`config.mk`:
```
export PLATFORM = sky130hd
export DESIGN_NAME = control_fsm
export DESIGN_NICKNAME = d
export VERILOG_FILES = /design/src/rtl/control_fsm.sv
export SDC_FILE = /design/constraint.sdc
export NUM_CORES = 1
export LEC_CHECK = 0
export CORE_MARGIN = 10
export CORE_UTILIZATION = 45
export CTS_CLUSTER_DIAMETER = 40
export DETAILED_ROUTE_END_ITERATION = 10
export PLACE_DENSITY_LB_ADDON = 0.12
export SYNTH_ARGS = -nofsm -noshare
export SYNTH_HDL_FRONTEND = slang
export SYNTH_SLANG_ARGS = --single-unit
```
`constraint.sdc`:
```
create_clock -name clk -period 7.55 [get_ports clk]
set_input_delay 1.51 -clock clk [delete_from_list [all_inputs] [get_ports clk]]
set_output_delay 1.51 -clock clk [all_outputs]
set_load 0.02 [all_outputs]
```
`src/rtl/control_fsm.sv`:
```
// Fetch/decode/execute sequencer for a small LC-3-style core: min 3 cycles per instruction.
// Fetch holds imem_req until imem_ack; HALT is terminal until rst.
module control_fsm #(
  parameter logic [5:0] RESET_PC = 6'd0
) (
  input  logic        clk,
  input  logic        rst,
  output logic        imem_req,
  output logic [5:0]  imem_addr,
  input  logic        imem_ack,
  input  logic [15:0] imem_data,
  output logic [1:0]  alu_op,
  output logic [1:0]  source_sel,
  output logic [5:0]  ins_immediate,
  output logic [5:0]  pc,
  output logic [2:0]  sr1_addr,
  output logic [2:0]  sr2_addr,
  output logic [2:0]  dr_addr,
  output logic        reg_we,
  input  logic [7:0]  alu_result,
  output logic [2:0]  cc,
  output logic        halted
);

  typedef enum logic [1:0] {FETCH, DECODE, EXECUTE, HALT} state_t;

  localparam logic [3:0] OP_BR   = 4'b0000;
  localparam logic [3:0] OP_ADD  = 4'b0001;
  localparam logic [3:0] OP_AND  = 4'b0101;
  localparam logic [3:0] OP_NOT  = 4'b1001;
  localparam logic [3:0] OP_LEA  = 4'b1110;
  localparam logic [3:0] OP_HALT = 4'b1111;

  state_t     state;
  logic [3:0] opcode;
  logic [1:0] dec_alu_op;
  logic [1:0] dec_source_sel;
  logic [2:0] next_cc;
  logic       writes_reg;
  logic       take_branch;

  assign imem_addr = pc;

  assign writes_reg = (opcode == OP_ADD) || (opcode == OP_AND) ||
                      (opcode == OP_NOT) || (opcode == OP_LEA);

  // The BR mask lives in the DR field, so dr_addr doubles as the mask.
  assign take_branch = (opcode == OP_BR) && ((dr_addr & cc) != 3'b000);

  always_comb begin
    dec_alu_op     = 2'b00;
    dec_source_sel = 2'b00;
    case (imem_data[15:12])
      OP_ADD: dec_source_sel = imem_data[5] ? 2'b00 : 2'b10;
      OP_AND: begin
        dec_alu_op     = 2'b01;
        dec_source_sel = imem_data[5] ? 2'b00 : 2'b10;
      end
      OP_NOT: begin
        dec_alu_op     = 2'b10;
        dec_source_sel = imem_data[5] ? 2'b00 : 2'b10;
      end
      OP_LEA: dec_source_sel = 2'b01;
      default: ;
    endcase
  end

  always_comb begin
    next_cc = 3'b001;
    if (alu_result[7])
      next_cc = 3'b100;
    else if (alu_result == 8'd0)
      next_cc = 3'b010;
  end

  always_ff @(posedge clk) begin
    if (rst) begin
      state         <= FETCH;
      pc            <= RESET_PC;
      cc            <= 3'b010;
      opcode        <= 4'd0;
      alu_op        <= 2'b00;
      source_sel    <= 2'b00;
      ins_immediate <= 6'd0;
      sr1_addr      <= 3'd0;
      sr2_addr      <= 3'd0;
      dr_addr       <= 3'd0;
      reg_we        <= 1'b0;
      imem_req      <= 1'b0;
      halted        <= 1'b0;
    end else begin
      reg_we <= 1'b0;
      case (state)
        FETCH: begin
          // First FETCH cycle after reset only raises the request; acks are ignored until it is up.
          if (!imem_req) begin
            imem_req <= 1'b1;
          end else if (imem_ack) begin
            opcode        <= imem_data[15:12];
            dr_addr       <= imem_data[11:9];
            sr1_addr      <= imem_data[8:6];
            sr2_addr      <= imem_data[2:0];
            ins_immediate <= imem_data[5:0];
            alu_op        <= dec_alu_op;
            source_sel    <= dec_source_sel;
            pc            <= pc + 6'd1;
            imem_req      <= 1'b0;
            state         <= DECODE;
          end
        end
        DECODE: begin
          reg_we <= writes_reg;
          state  <= EXECUTE;
        end
        EXECUTE: begin
          if (writes_reg)
            cc <= next_cc;
          if (take_branch)
            pc <= pc + ins_immediate;
          if (opcode == OP_HALT) begin
            halted <= 1'b1;
            state  <= HALT;
          end else begin
            imem_req <= 1'b1;
            state    <= FETCH;
          end
        end
        default: ;
      endcase
    end
  end

endmodule
```
# Word-level counts from Yosys, hierarchy flattened
# Index checks and enable logic that the tools add are counted.
# classes
n_eq_ne,15
n_addsub,2
n_mux,17
n_bitwise,2
reduce_logical,18
# ops
cell,count
"equality test 4 bit, second input constant",5
2-to-1 mux 6 bit,3
case mux 6 bit (2 select lines),1
2-to-1 mux 2 bit,5
"equality test 4 x 1 -> 1 bit, second input constant",2
"equality test 4 x 3 -> 1 bit, second input constant",2
zero test 8 bit,1
"!= test 2 bit, second input constant",4
case mux 2 bit (2 select lines),2
"adder 6 x 1 -> 6 bit, second input constant",1
adder 6 bit,1
case mux 2 bit (3 select lines),1
AND reduction 2 bit,3
AND reduction 3 bit,2
nonzero test 3 bit,2
zero test 4 bit,1
AND reduction 4 bit,1
AND 3 bit,1
logical OR 1 bit,3
2-to-1 mux 1 bit,3
2-to-1 mux 3 bit,1
OR reduction 3 bit,1
"equality test 2 x 1 -> 1 bit, second input constant",1
"equality test 2 bit, second input constant",1
other kinds (6),6
# totals
in_bits,27
reg_bits,37
elab_cells,67
out_inout_bits,37

# Logic depth before layout (Yosys ltp)
# Gate-level depths: netlist (run 1).
# depth
word_depth,5
depth_mapped,12

# Least setup slack after synthesis (run 1)
# OpenSTA, ideal clock, no wires.
# synth_path
path_kind,input-to-reg
from,input alu_result[3]
to,register cc[0]
required_ns,7.416
cell_stages,4
t_arrival_ns,2.276
slack_ns,5.140
cell_sequence,or4_1 nor2_1 or3_1 a21oi_1
# synth_via
elab_chain_len,3
# synth_lines
element,line_no,source
start: declaration,20,"input logic [7:0] alu_result,"
zero test 8 bit,72,else if (alu_result == 8'd0)
2-to-1 mux 2 bit,72,
2-to-1 mux 3 bit,70,if (alu_result[7])
end signal: assignment,117,cc <= next_cc;
end: declaration,21,"output logic [2:0] cc,"
# No other way between the ends.
# A chain may end at the register's enable or synchronous reset.

# Worst setup path in the final report (run 1)
# layout_path
from,"register pc[3], in the netlist imem_addr[3]"
to,output imem_addr[3]
# layout_lines
element,line_no,source
start: declaration,15,"output logic [5:0] pc,"
start signal: assignment,106,pc <= pc + 6'd1;
start signal: assignment,119,pc <= pc + ins_immediate;
end: declaration,9,"output logic [5:0] imem_addr,"
# No word-level cell between the ends.

==> summary.txt, run 1 <==
Status
  • Outcome: finished, final reports clean

Timing
  • Unrepaired setup endpoints after global routing: false
  • Headroom to the max-slew limit: slightly below 50%
  • Final-report hold violation count: 0
  • Slew at the pin closest to its max-slew limit: approximately 770 ps
  • Post-route minimum period: 2830 ps
  • Slew Limit Fails: 0
  • Total negative setup slack: 0 ps
  • Final setup viols: 0
  • Share of the cycle needed by the critical path after routing: a little under two fifths
  • Worst clock skew: around 8.7 ps
  • Fmax: around 350 MHz
  • Tightest hold margin: between 400 and 500 ps

Yosys
  • Post-synth top cells: nand2_1, dfxtp_1, a21oi_1, nor2_1
  • Largest family of logic cells by synthesized area: simple AND/OR/NAND/NOR gates
  • Number of unique standard cell types used by synthesis: 39
  • Cell taking the most area after synthesis: dfxtp_1
  • Net count after synthesis: roughly 240
  • Share of Yosys cell area claimed by the top area cell type: about 40%
  • Post-synthesis average cell area: roughly 8.2 sq um
  • Commonest register cell after synthesis: dfxtp_1
  • Adder and majority cell fraction of the synthesized area: roughly 7.1%
  • Share of synthesized area spent on multiplexers: 4.44%
  • Post-synthesis xor/xnor area fraction: less than 1%
  • Post-synth EDFFs: 0
  • Most instantiated library cell after synthesis: nand2_1
  • Gate Count Post-Synth: 206
  • Compound-Gate Fraction of Synth Area: between 10% and 20%
  • Netlist area before placement: between 0.0015 and 0.002 sq mm
  • Sequential fraction of the synthesis area: about two fifths
  • Synthesis Warnings: 0
  • Post-synthesis simple-gate area fraction: a little over a quarter
  • Largest cells by area after synthesis: dfxtp_1, nand2_1, a21oi_1
  • Flops & latches, synth: 34
  • Fraction of registers with async set or reset after synthesis: 0%

Pwr
  • Leakage power of the design: roughly 0.88 nW
  • Highest ir drop seen on vdd: about 0.00011 V
  • Power per cell area: ~230 mW/mm^2

Global route
  • GRT Residual Overflow: 0
  • Via count of the first global-routing pass: approximately 1500
  • Maximum number of pins on one net before global-route repair: 36
  • First-pass GRT wire length: roughly 7.0 mm
  • Total Routing Usage GR: around an eighth
  • Number of antenna violations at the first check in global routing: 0

Critical path
  • Element type at the critical path start: flip-flop
  • Worst-path fanout max: 4
  • Number of cells traversed by the worst register-to-register path: 10
  • Capturing element of the worst setup path: imem_addr[3]
  • Worst reg2reg path startpoint: state[0]$_SDFFE_PP0P_
  • Type of destination of the critical path: primary output
  • Cells along the critical path: clkdlybuf4s50_1
  • Delay contributed by the slowest stage of the critical path: 630 ps
  • Buffers plus inverters on the worst setup path: 1
  • Count of cell instances traversed by the critical path: 1
  • Destination of the worst register-to-register timing path: imem_addr[5]$_SDFFE_PP0P_
  • Gate family responsible for the most delay along the worst path: buffers and inverters
  • Setup crit start: imem_addr[3]$_SDFFE_PP0P_
  • Data arrival time of the critical path: between 1000 and 1500 ps
  • Critical Path RT: about 6000 ps
  • Critical-path top delay cell: clkdlybuf4s50_1
  • Slack of the worst reg-to-reg path: roughly 5100 ps
  • Worst Setup Path Type: reg -> out

Clock tree
  • Clock Tree Buf Depth: 2
  • Count of hold-fix buffers inserted at cts: 0
  • CTS buffer count: 5
  • Clock-pin slew of the registers on the worst-case setup and hold paths: approximately 70 ps
  • Gates resized, CTS repair: 0
  • Clk Tree Root Cell: clkbuf_8
  • Sink count of the clock tree: 34
  • Insertion delay of the later-clocked pin in the worst-skew pair: around 290 ps
  • Clock tree from TritonCTS: done
  • H-tree levels: 2
  • Number of setup buffers added after CTS: 0

Finish
  • Post-synthesis to final-layout area growth: 40.7%
  • Fraction of layout instances using a drive strength above 1: 6.54%
  • Util after Layout: between 60% and 70%
  • Number of inserted diodes: 0
  • Final Instance Area: 0.00238 sq mm
  • Final Net Count: between 200 and 300

Route
  • TritonRoute pass-1 iters: 4
  • DRT antenna net count: 0
  • Number of vias per cell: 4.92
  • Total via count in the routed design: about 1500
  • DRT iter0 DRCs: between 100 and 150
  • Remaining routing DRC violations: 0
  • Wire per inst: between 10 and 15 um
  • Total Wirelength: between 4 and 5 mm

Floorplan
  • Vertical extent of the die: just over 80 um
  • Row count: 22
  • Floorplan die area: around 0.0066 sq mm
  • Top-Level Pins: 64
  • Die Span X: between 80 and 90 um
  • Starting density of the core: 46.5%
  • Placeable core region: between 0.003 and 0.004 sq mm

Placement
  • Standard cell area after detailed placement: 0.00229 sq mm
  • GP Congestion: approximately 0.74
  • DPL Wire Length: between 3 and 4 mm
  • Number of buffers added on ports: 63

Worst hold path
  • Hold path start: alu_op[1]$_SDFFE_PP0P_
  • Kind of path behind the tightest hold check: reg -> reg

Run
  • Max-cap violation count: 0
-- kinds of logic (layout without fill, tap and decap cells) --
kind of cell / count (synthesis) / count (layout)
AOI/OAI and AO/OA: 41 / 41
xor gates and xnor gates: 1 / 1
adders and majority gates: 9 / 9
buffers and inverters: 23 / 77
DFF: 34 / 34
muxes: 7 / 7
and+or+nand+nor: 91 / 91
-- worst min-delay path by stage --
stage,slack [ps],depth (start not counted),endpoint
after detailed placement,440,2,alu_op[1]$_SDFFE_PP0P_
after floorplan,460,2,opcode[2]$_SDFFE_PP0P_
after global routing,470,2,sr1_addr[2]$_SDFFE_PP0P_
after global placement,440,2,sr1_addr[2]$_SDFFE_PP0P_
after CTS,460,2,sr1_addr[2]$_SDFFE_PP0P_
final,460,2,alu_op[1]$_SDFFE_PP0P_
-- layout by cell type (no fill, tap or decap), types with 5 or more instances in the layout --
master           synthesis  layout
nor2_1                  12      12
inv_1                    5       5
a21oi_1                 26      26
nor2b_1                  6       6
clkdlybuf4s50_1          0      63
ha_1                     8       8
nand2_1                 45      45
clkbuf_8                 0       6
dfxtp_1                 34      34
-- sequential cells by signal, indices dropped and copies added, names as in the netlist --
signal	cells
reg_we	1
cc	3
opcode	4
state	2
ins_immediate	6
halted	1
alu_op	2
imem_addr	6
imem_req	1
dr_addr	3
source_sel	2
sr1_addr	3
-- worst register-to-register path, cell delays in order (launching register included) --
cell,delay [ps]
dfxtp_1,330
inv_1,80
ha_1,400
nand2_1,170
inv_1,80
ha_1,240
a211oi_1,250
nor2_1,100
mux2_2,270
a21oi_1,150
mux2_2,340
-- layout make-up --
class	instances	area (sq um)
clock inverters	1	5.00
fillers	338	1260
multi-input cells	149	888
inverters	5	18.8
well taps	48	60.1
repair buffers	64	638
clock buffers	7	86.3
flip-flops and latches	34	681
-- stage by stage --
step / instances / power [mW] / setup slack [ps]
CTS: 308 / 0.548 / 4700
global route: 308 / 0.579 / 4670
finish: 308 / 0.542 / 4720
global placement: 300 / 0.408 / 4500
detailed placement: 300 / 0.410 / 4490
floorplan: 206 / 0.341 / 5140
-- layer usage --
metal / wire length (um) / GRT usage, %
met1: 1830 / 15.2
met2: 1940 / 20.5
met3: 404 / 7.17
met4: 51 / 4.84
met5: 0 / 0
-- where the power goes --
part           internal, mW  leakage (nW)  switching [mW]
clock                0.0735        0.0482          0.0654
combinational        0.0866         0.559          0.0993
sequential            0.200         0.276          0.0172
Note: power is estimated with default switching activity, not from simulation.
==> run 2, diff against run 1 <==
Settings changed: CORE_UTILIZATION 45 to 39.
Clock period 7.55 ns to 2.4 ns, I/O delays scaled along.
==> run 2 against run 1 <==
Against the previous run:
- sequential power rose to 3.2 times the previous value
- count of clock-buffer cells in the layout fell by 1
- critical path depth rose by 8
- global-route usage fell by 0.89 points
- clock skew fell by 7.8 ps
- clock power rose to 3.9 times the previous value
- routed wire length rose by 5.3%
- via count rose by 4.6%
- first-iteration DRC count fell by 11%
- die area rose by 11%
- hold slack got worse by 7.4 ps
- sequential cell count did not move
==> summary.txt, run 2 (same netlist as run 1, synthesis figures left out) <==
Clock tree
  • Clock Tree Buf Depth: 2
  • Clock tree from TritonCTS: done
  • Insertion delay of the later-clocked pin in the worst-skew pair: around 280 ps
  • Clk Tree Root Cell: clkbuf_8
  • Count of hold-fix buffers inserted at cts: 0
  • Gates resized, CTS repair: 0
  • CTS buffer count: 5
  • Clock-pin slew of the registers on the worst-case setup and hold paths: about 70 ps
  • H-tree levels: 2
  • Number of setup buffers added after CTS: 0
  • Sink count of the clock tree: 34

Route
  • Wire per inst: about 14 um
  • TritonRoute pass-1 iters: 4
  • Total Wirelength: between 4 and 5 mm
  • DRT iter0 DRCs: between 90 and 100
  • Number of vias per cell: around 5.0
  • Total via count in the routed design: 1583
  • DRT antenna net count: 0
  • Remaining routing DRC violations: 0

Timing
  • Final WS setup: around 170 ps
  • Total negative setup slack: 0 ps
  • Final-report hold violation count: 0
  • Post-route minimum period: between 2000 and 2500 ps
  • Fmax: ~450 MHz
  • Slew at the pin closest to its max-slew limit: ~640 ps
  • Slew Limit Fails: 0
  • Unrepaired setup endpoints after global routing: false
  • Share of the cycle needed by the critical path after routing: a little over 90%
  • Final setup viols: 0
  • Worst clock skew: around 0.9 ps
  • Headroom to the max-slew limit: between 50% and 60%
  • Tightest hold margin: 450 ps

Critical path
  • Data arrival time of the critical path: between 2000 and 2500 ps
  • Cells along the critical path: inv_1 -> ha_4 -> and2_1 -> ha_1 -> o21ai_0 -> nor2_1 -> mux2_2 -> a21oi_2 -> mux2_2
  • Worst reg2reg path startpoint: state[0]$_SDFFE_PP0P_
  • Worst Setup Path Type: reg -> reg
  • Critical path's most frequent cell: mux2_2
  • Number of cells traversed by the worst register-to-register path: 9
  • Delay contributed by the slowest stage of the critical path: 360 ps
  • Destination of the worst register-to-register timing path: imem_addr[5]$_SDFFE_PP0P_
  • Critical-path top delay cell: mux2_2
  • Element type at the critical path start: flip-flop
  • Type of destination of the critical path: flip-flop
  • Slack of the worst reg-to-reg path: 170 ps
  • Worst-path fanout max: 7
  • Critical Path RT: 2580 ps

Pwr
  • Highest ir drop seen on vdd: 0.000521 V
  • Net switching component of the power: 588 uW
  • Sw Ratio: 32.0%
  • Share of power burned in registers: 37.3%
  • Combinational power share: roughly a third
  • Share of power burned in the clock network: around 29%
  • Internal power summed over all cells: ~1.2 mW
  • Leakage power of the design: roughly 0.92 nW
  • Power per cell area: between 700 and 800 mW/mm^2

Placement
  • GP Congestion: ~0.83
  • DPL Wire Length: 3.48 mm
  • Setup Slack @ Placement: 73.8 ps
  • Number of buffers added on ports: 63

Floorplan
  • Die Span X: between 80 and 90 um
  • Row count: 23
  • Floorplan die area: between 0.007 and 0.008 sq mm
  • Placeable core region: just over 0.004 sq mm
  • Starting density of the core: 41.3%
  • Vertical extent of the die: approximately 86 um
  • Top-Level Pins: 64

Finish
  • Commonest cells after routing, fill and taps aside: clkdlybuf4s50_1, nand2_1, dfxtp_1
  • Final Net Count: approximately 300
  • Leading cell type in the layout, fill and taps excluded: clkdlybuf4s50_1
  • Fraction of layout instances using a drive strength above 1: 10.2%
  • Number of inserted diodes: 0
  • Post-synthesis to final-layout area growth: 46.0%
  • Number of inserted filler cells in the final layout: roughly 380

Global route
  • Maximum number of pins on one net before global-route repair: 22
  • Number of antenna violations at the first check in global routing: 0
  • GRT Residual Overflow: 0
  • Via count of the first global-routing pass: 1581
  • Total Routing Usage GR: 12.4%
  • First-pass GRT wire length: between 7 and 8 mm

Worst hold path
  • Min-Delay Path Depth: 2
  • Kind of path behind the tightest hold check: reg -> reg
  • Capture endpoint of the worst hold path: source_sel[0]$_SDFFE_PP0P_
  • Hold path start: source_sel[0]$_SDFFE_PP0P_

Status
  • Outcome: finished, final reports clean

Run
  • Max-cap violation count: 0
==> run 2: worst max-delay path: cells and delay by family (launching register included) <==
kind                       cells  cell delay (ps)
AOI/OAI and AO/OA              2              210
adders and majority gates      2              490
and+or+nand+nor                2              320
buffers and inverters          1               80
muxes                          2              690
DFF                            1              340
==> run 2: layer usage <==
layer | part of all wire [%] | track usage, % | up-vias
li1 | - | - | 813
met1 | 42 | 13.0 | 731
met2 | 49 | 21.0 | 35
met3 | 8.0 | 6.05 | 4
met4 | 1.2 | 4.49 | 0
met5 | 0 | 0 | -
==> run 2: power groups by stage <==
stage	logic (mW)	registers [mW]	clock network, mW
global route	0.676	0.699	0.578
global placement	0.612	0.694	0
floorplan	0.327	0.745	0
finish	0.615	0.685	0.537
CTS	0.616	0.684	0.549
detailed placement	0.613	0.696	0
==> run 2: layout make-up <==
cell class	count	area [sq um]	area share (%)
timing repair buffer	70	683	27.7
clock buffer	6	82.6	3.35
multi-input combinational	149	907	36.8
clock inverter	1	30.0	1.22
sequential	34	682	27.7
inverter	5	18.8	0.761
tap	50	62.6	2.54
==> run 2: metrics by stage <==
step / utilization [%] / instances / instance area (sq um) / total power, mW
5_1_grt: 60.3 / 315 / 2470 / 1.95
2_1_floorplan: - / 206 / 1690 / 1.07
4_1_cts: 59.9 / 315 / 2450 / 1.85
3_5_place_dp: 57.1 / 308 / 2330 / 1.31
3_3_place_gp: 57.1 / 308 / 2330 / 1.31
6_report: 60.3 / 315 / 2470 / 1.84
==> run 2: worst max path at each step <==
stage          cells after the start  slack, ps             startpoint                   endpoint
4_1_cts                           10         50  state[0]$_SDFFE_PP0P_  imem_addr[5]$_SDFFE_PP0P_
2_1_floorplan                     10         10  state[0]$_SDFFE_PP0P_  imem_addr[5]$_SDFFE_PP0P_
6_report                           9        170  state[0]$_SDFFE_PP0P_  imem_addr[5]$_SDFFE_PP0P_
5_1_grt                            9         30  state[0]$_SDFFE_PP0P_  imem_addr[5]$_SDFFE_PP0P_
3_3_place_gp                      10        100  state[0]$_SDFFE_PP0P_  imem_addr[5]$_SDFFE_PP0P_
3_5_place_dp                      10         70  state[0]$_SDFFE_PP0P_  imem_addr[5]$_SDFFE_PP0P_
==> run 3, diff against run 2 <==
Settings changed: PLACE_DENSITY from default to 0.75, PLACE_DENSITY_LB_ADDON 0.12 to default.
==> run 3 against run 2 <==
Against the previous run:
- final cell count stayed put
- sequential cell count is the same
- largest power group unchanged
- die area did not move
- maximum frequency decreased by 1.9%
==> summary.txt, run 3 (same netlist as run 1, synthesis figures left out) <==
Floorplan
  • Floorplan die area: ~0.0074 sq mm
  • Starting density of the core: around two fifths
  • Row count: 23
  • Top-Level Pins: 64
  • Die Span X: roughly 86 um
  • Vertical extent of the die: approximately 86 um
  • Placeable core region: around 0.004 sq mm

Placement
  • GP Congestion: roughly 0.74
  • DPL Wire Length: ~3.5 mm
  • Number of buffers added on ports: 63

Clock tree
  • Clock tree from TritonCTS: done
  • Clock-pin slew of the registers on the worst-case setup and hold paths: ~70 ps
  • H-tree levels: 2
  • Sink count of the clock tree: 34
  • Insertion delay of the later-clocked pin in the worst-skew pair: just under 300 ps
  • Clk Tree Root Cell: clkbuf_8
  • Clock Tree Buf Depth: 2
  • CTS buffer count: 5

Global route
  • Maximum number of pins on one net before global-route repair: 22
  • GRT Residual Overflow: 0
  • Most crowded layer after global routing: met2
  • Met1 track demand over resource in global routing: between 10% and 20%
  • Via count of the first global-routing pass: 1574
  • Total Routing Usage GR: 12.4%
  • Global-route track usage on met3: under 10%
  • Number of antenna violations at the first check in global routing: 0
  • Global-route met2 utilization: a little over a fifth
  • First-pass GRT wire length: approximately 7.5 mm

Timing
  • Slew at the pin closest to its max-slew limit: 459 ps
  • Final setup viols: 0
  • Final-report hold violation count: 0
  • Unrepaired setup endpoints after global routing: false
  • Share of the cycle needed by the critical path after routing: 94.7%
  • Total negative setup slack: 0 ps
  • Fmax: 440 MHz
  • Worst clock skew: approximately 3.9 ps
  • Post-route minimum period: approximately 2300 ps
  • Slew Limit Fails: 0
  • Headroom to the max-slew limit: between 60 and 70%

Worst hold path
  • Kind of path behind the tightest hold check: reg -> reg

Pwr
  • Net switching component of the power: about 600 uW
  • Share of power burned in registers: about a third
  • Leakage power of the design: 0.930 nW
  • Share of power burned in the clock network: about a third
  • Combinational power share: about a third
  • Internal power summed over all cells: 1.36 mW
  • Sw Ratio: 30.1%
  • Power per cell area: about 780 mW/mm^2
  • Highest ir drop seen on vdd: ~0.00048 V
  • Final total power: 1.95 mW

Route
  • Total Wirelength: 4.47 mm
  • Remaining routing DRC violations: 0
  • Wire per inst: between 10 and 15 um
  • Total via count in the routed design: 1571
  • Number of vias per cell: about 5
  • DRT iter0 DRCs: between 50 and 60
  • DRT antenna net count: 0
  • TritonRoute pass-1 iters: 4

Finish
  • Number of inserted diodes: 0
  • Final Net Count: 300
  • Post-synthesis to final-layout area growth: 47.0%
  • Leading cell type in the layout, fill and taps excluded: clkdlybuf4s50_1
  • Number of inserted filler cells in the final layout: 374
  • Commonest cells after routing, fill and taps aside: clkdlybuf4s50_1, nand2_1, dfxtp_1
  • Fraction of layout instances using a drive strength above 1: between 10% and 20%

Critical path
  • Worst-path fanout max: 6
  • Worst Setup Path Type: reg -> reg
  • Critical Path RT: 2580 ps
  • Data arrival time of the critical path: 2450 ps
  • Element type at the critical path start: flip-flop
  • Type of destination of the critical path: flip-flop

Status
  • Outcome: finished, final reports clean

Run
  • Max-cap violation count: 0
-- run 3: area by class of cell --
type / count / area (sq um) / share of cell area, %
Clock inverter: 2 / 60.1 / 2.42
Sequential cell: 34 / 682 / 27.5
Multi-Input combinational cell: 149 / 901 / 36.3
Clock buffer: 6 / 82.6 / 3.33
Inverter: 5 / 18.8 / 0.756
Timing Repair Buffer: 69 / 676 / 27.2
Tap cell: 50 / 62.6 / 2.52
-- run 3: worst paths after layout --
| path | endpoint | depth (start not counted) | slack [ps] | startpoint |
|---|---|---|---|---|
| max | imem_addr[5]$_SDFFE_PP0P_ | 10 | 130 | state[0]$_SDFFE_PP0P_ |
| min | sr1_addr[1]$_SDFFE_PP0P_ | 2 | 460 | sr1_addr[1]$_SDFFE_PP0P_ |
| max reg2reg | imem_addr[5]$_SDFFE_PP0P_ | 10 | 130 | state[0]$_SDFFE_PP0P_ |
| min reg2reg | sr1_addr[1]$_SDFFE_PP0P_ | 2 | 460 | sr1_addr[1]$_SDFFE_PP0P_ |
-- run 3: repair_timing --
item	in CTS	in global routing
gates resized for setup	0	6
hold buffers	0	0
endpoints found under the setup margin	0	2
setup buffers	0	0
-- run 3: power groups by stage --
stage | sequential, mW | clock [mW] | combinational (mW)
after CTS | 0.684 | 0.663 | 0.612
after global placement | 0.694 | 0 | 0.601
after detailed placement | 0.697 | 0 | 0.610
after floorplan | 0.745 | 0 | 0.327
final | 0.686 | 0.650 | 0.613
after global routing | 0.697 | 0.694 | 0.673
-- run 3: metrics by stage --
step,util [%],cells,cell area (sq um),setup slack (ps),hold WS [ps]
global route,60.7,315,2480,6.35,476
floorplan,-,206,1690,13.3,457
finish,60.7,315,2480,128,457
CTS,60.4,315,2470,35.7,460
detailed placement,56.9,307,2330,69.9,448
global placement,56.9,307,2330,119,445
-- run 3: metal layers --
metal	part of all wire [%]	routed length, um	vias up
met2	51	2300	33
met4	1.2	53	0
li1	-	-	812
met1	42	1870	722
met5	0	0	-
met3	5.5	245	4
-- run 3: critical path: stages (launching register included) --
cell and delay (ps):
dfxtp_2 340, inv_1 60, ha_2 210, nand2_1 120
inv_1 60, ha_1 300, a211oi_2 70, nor2_1 190
mux2_2 350, a21oi_1 130, mux2_2 340
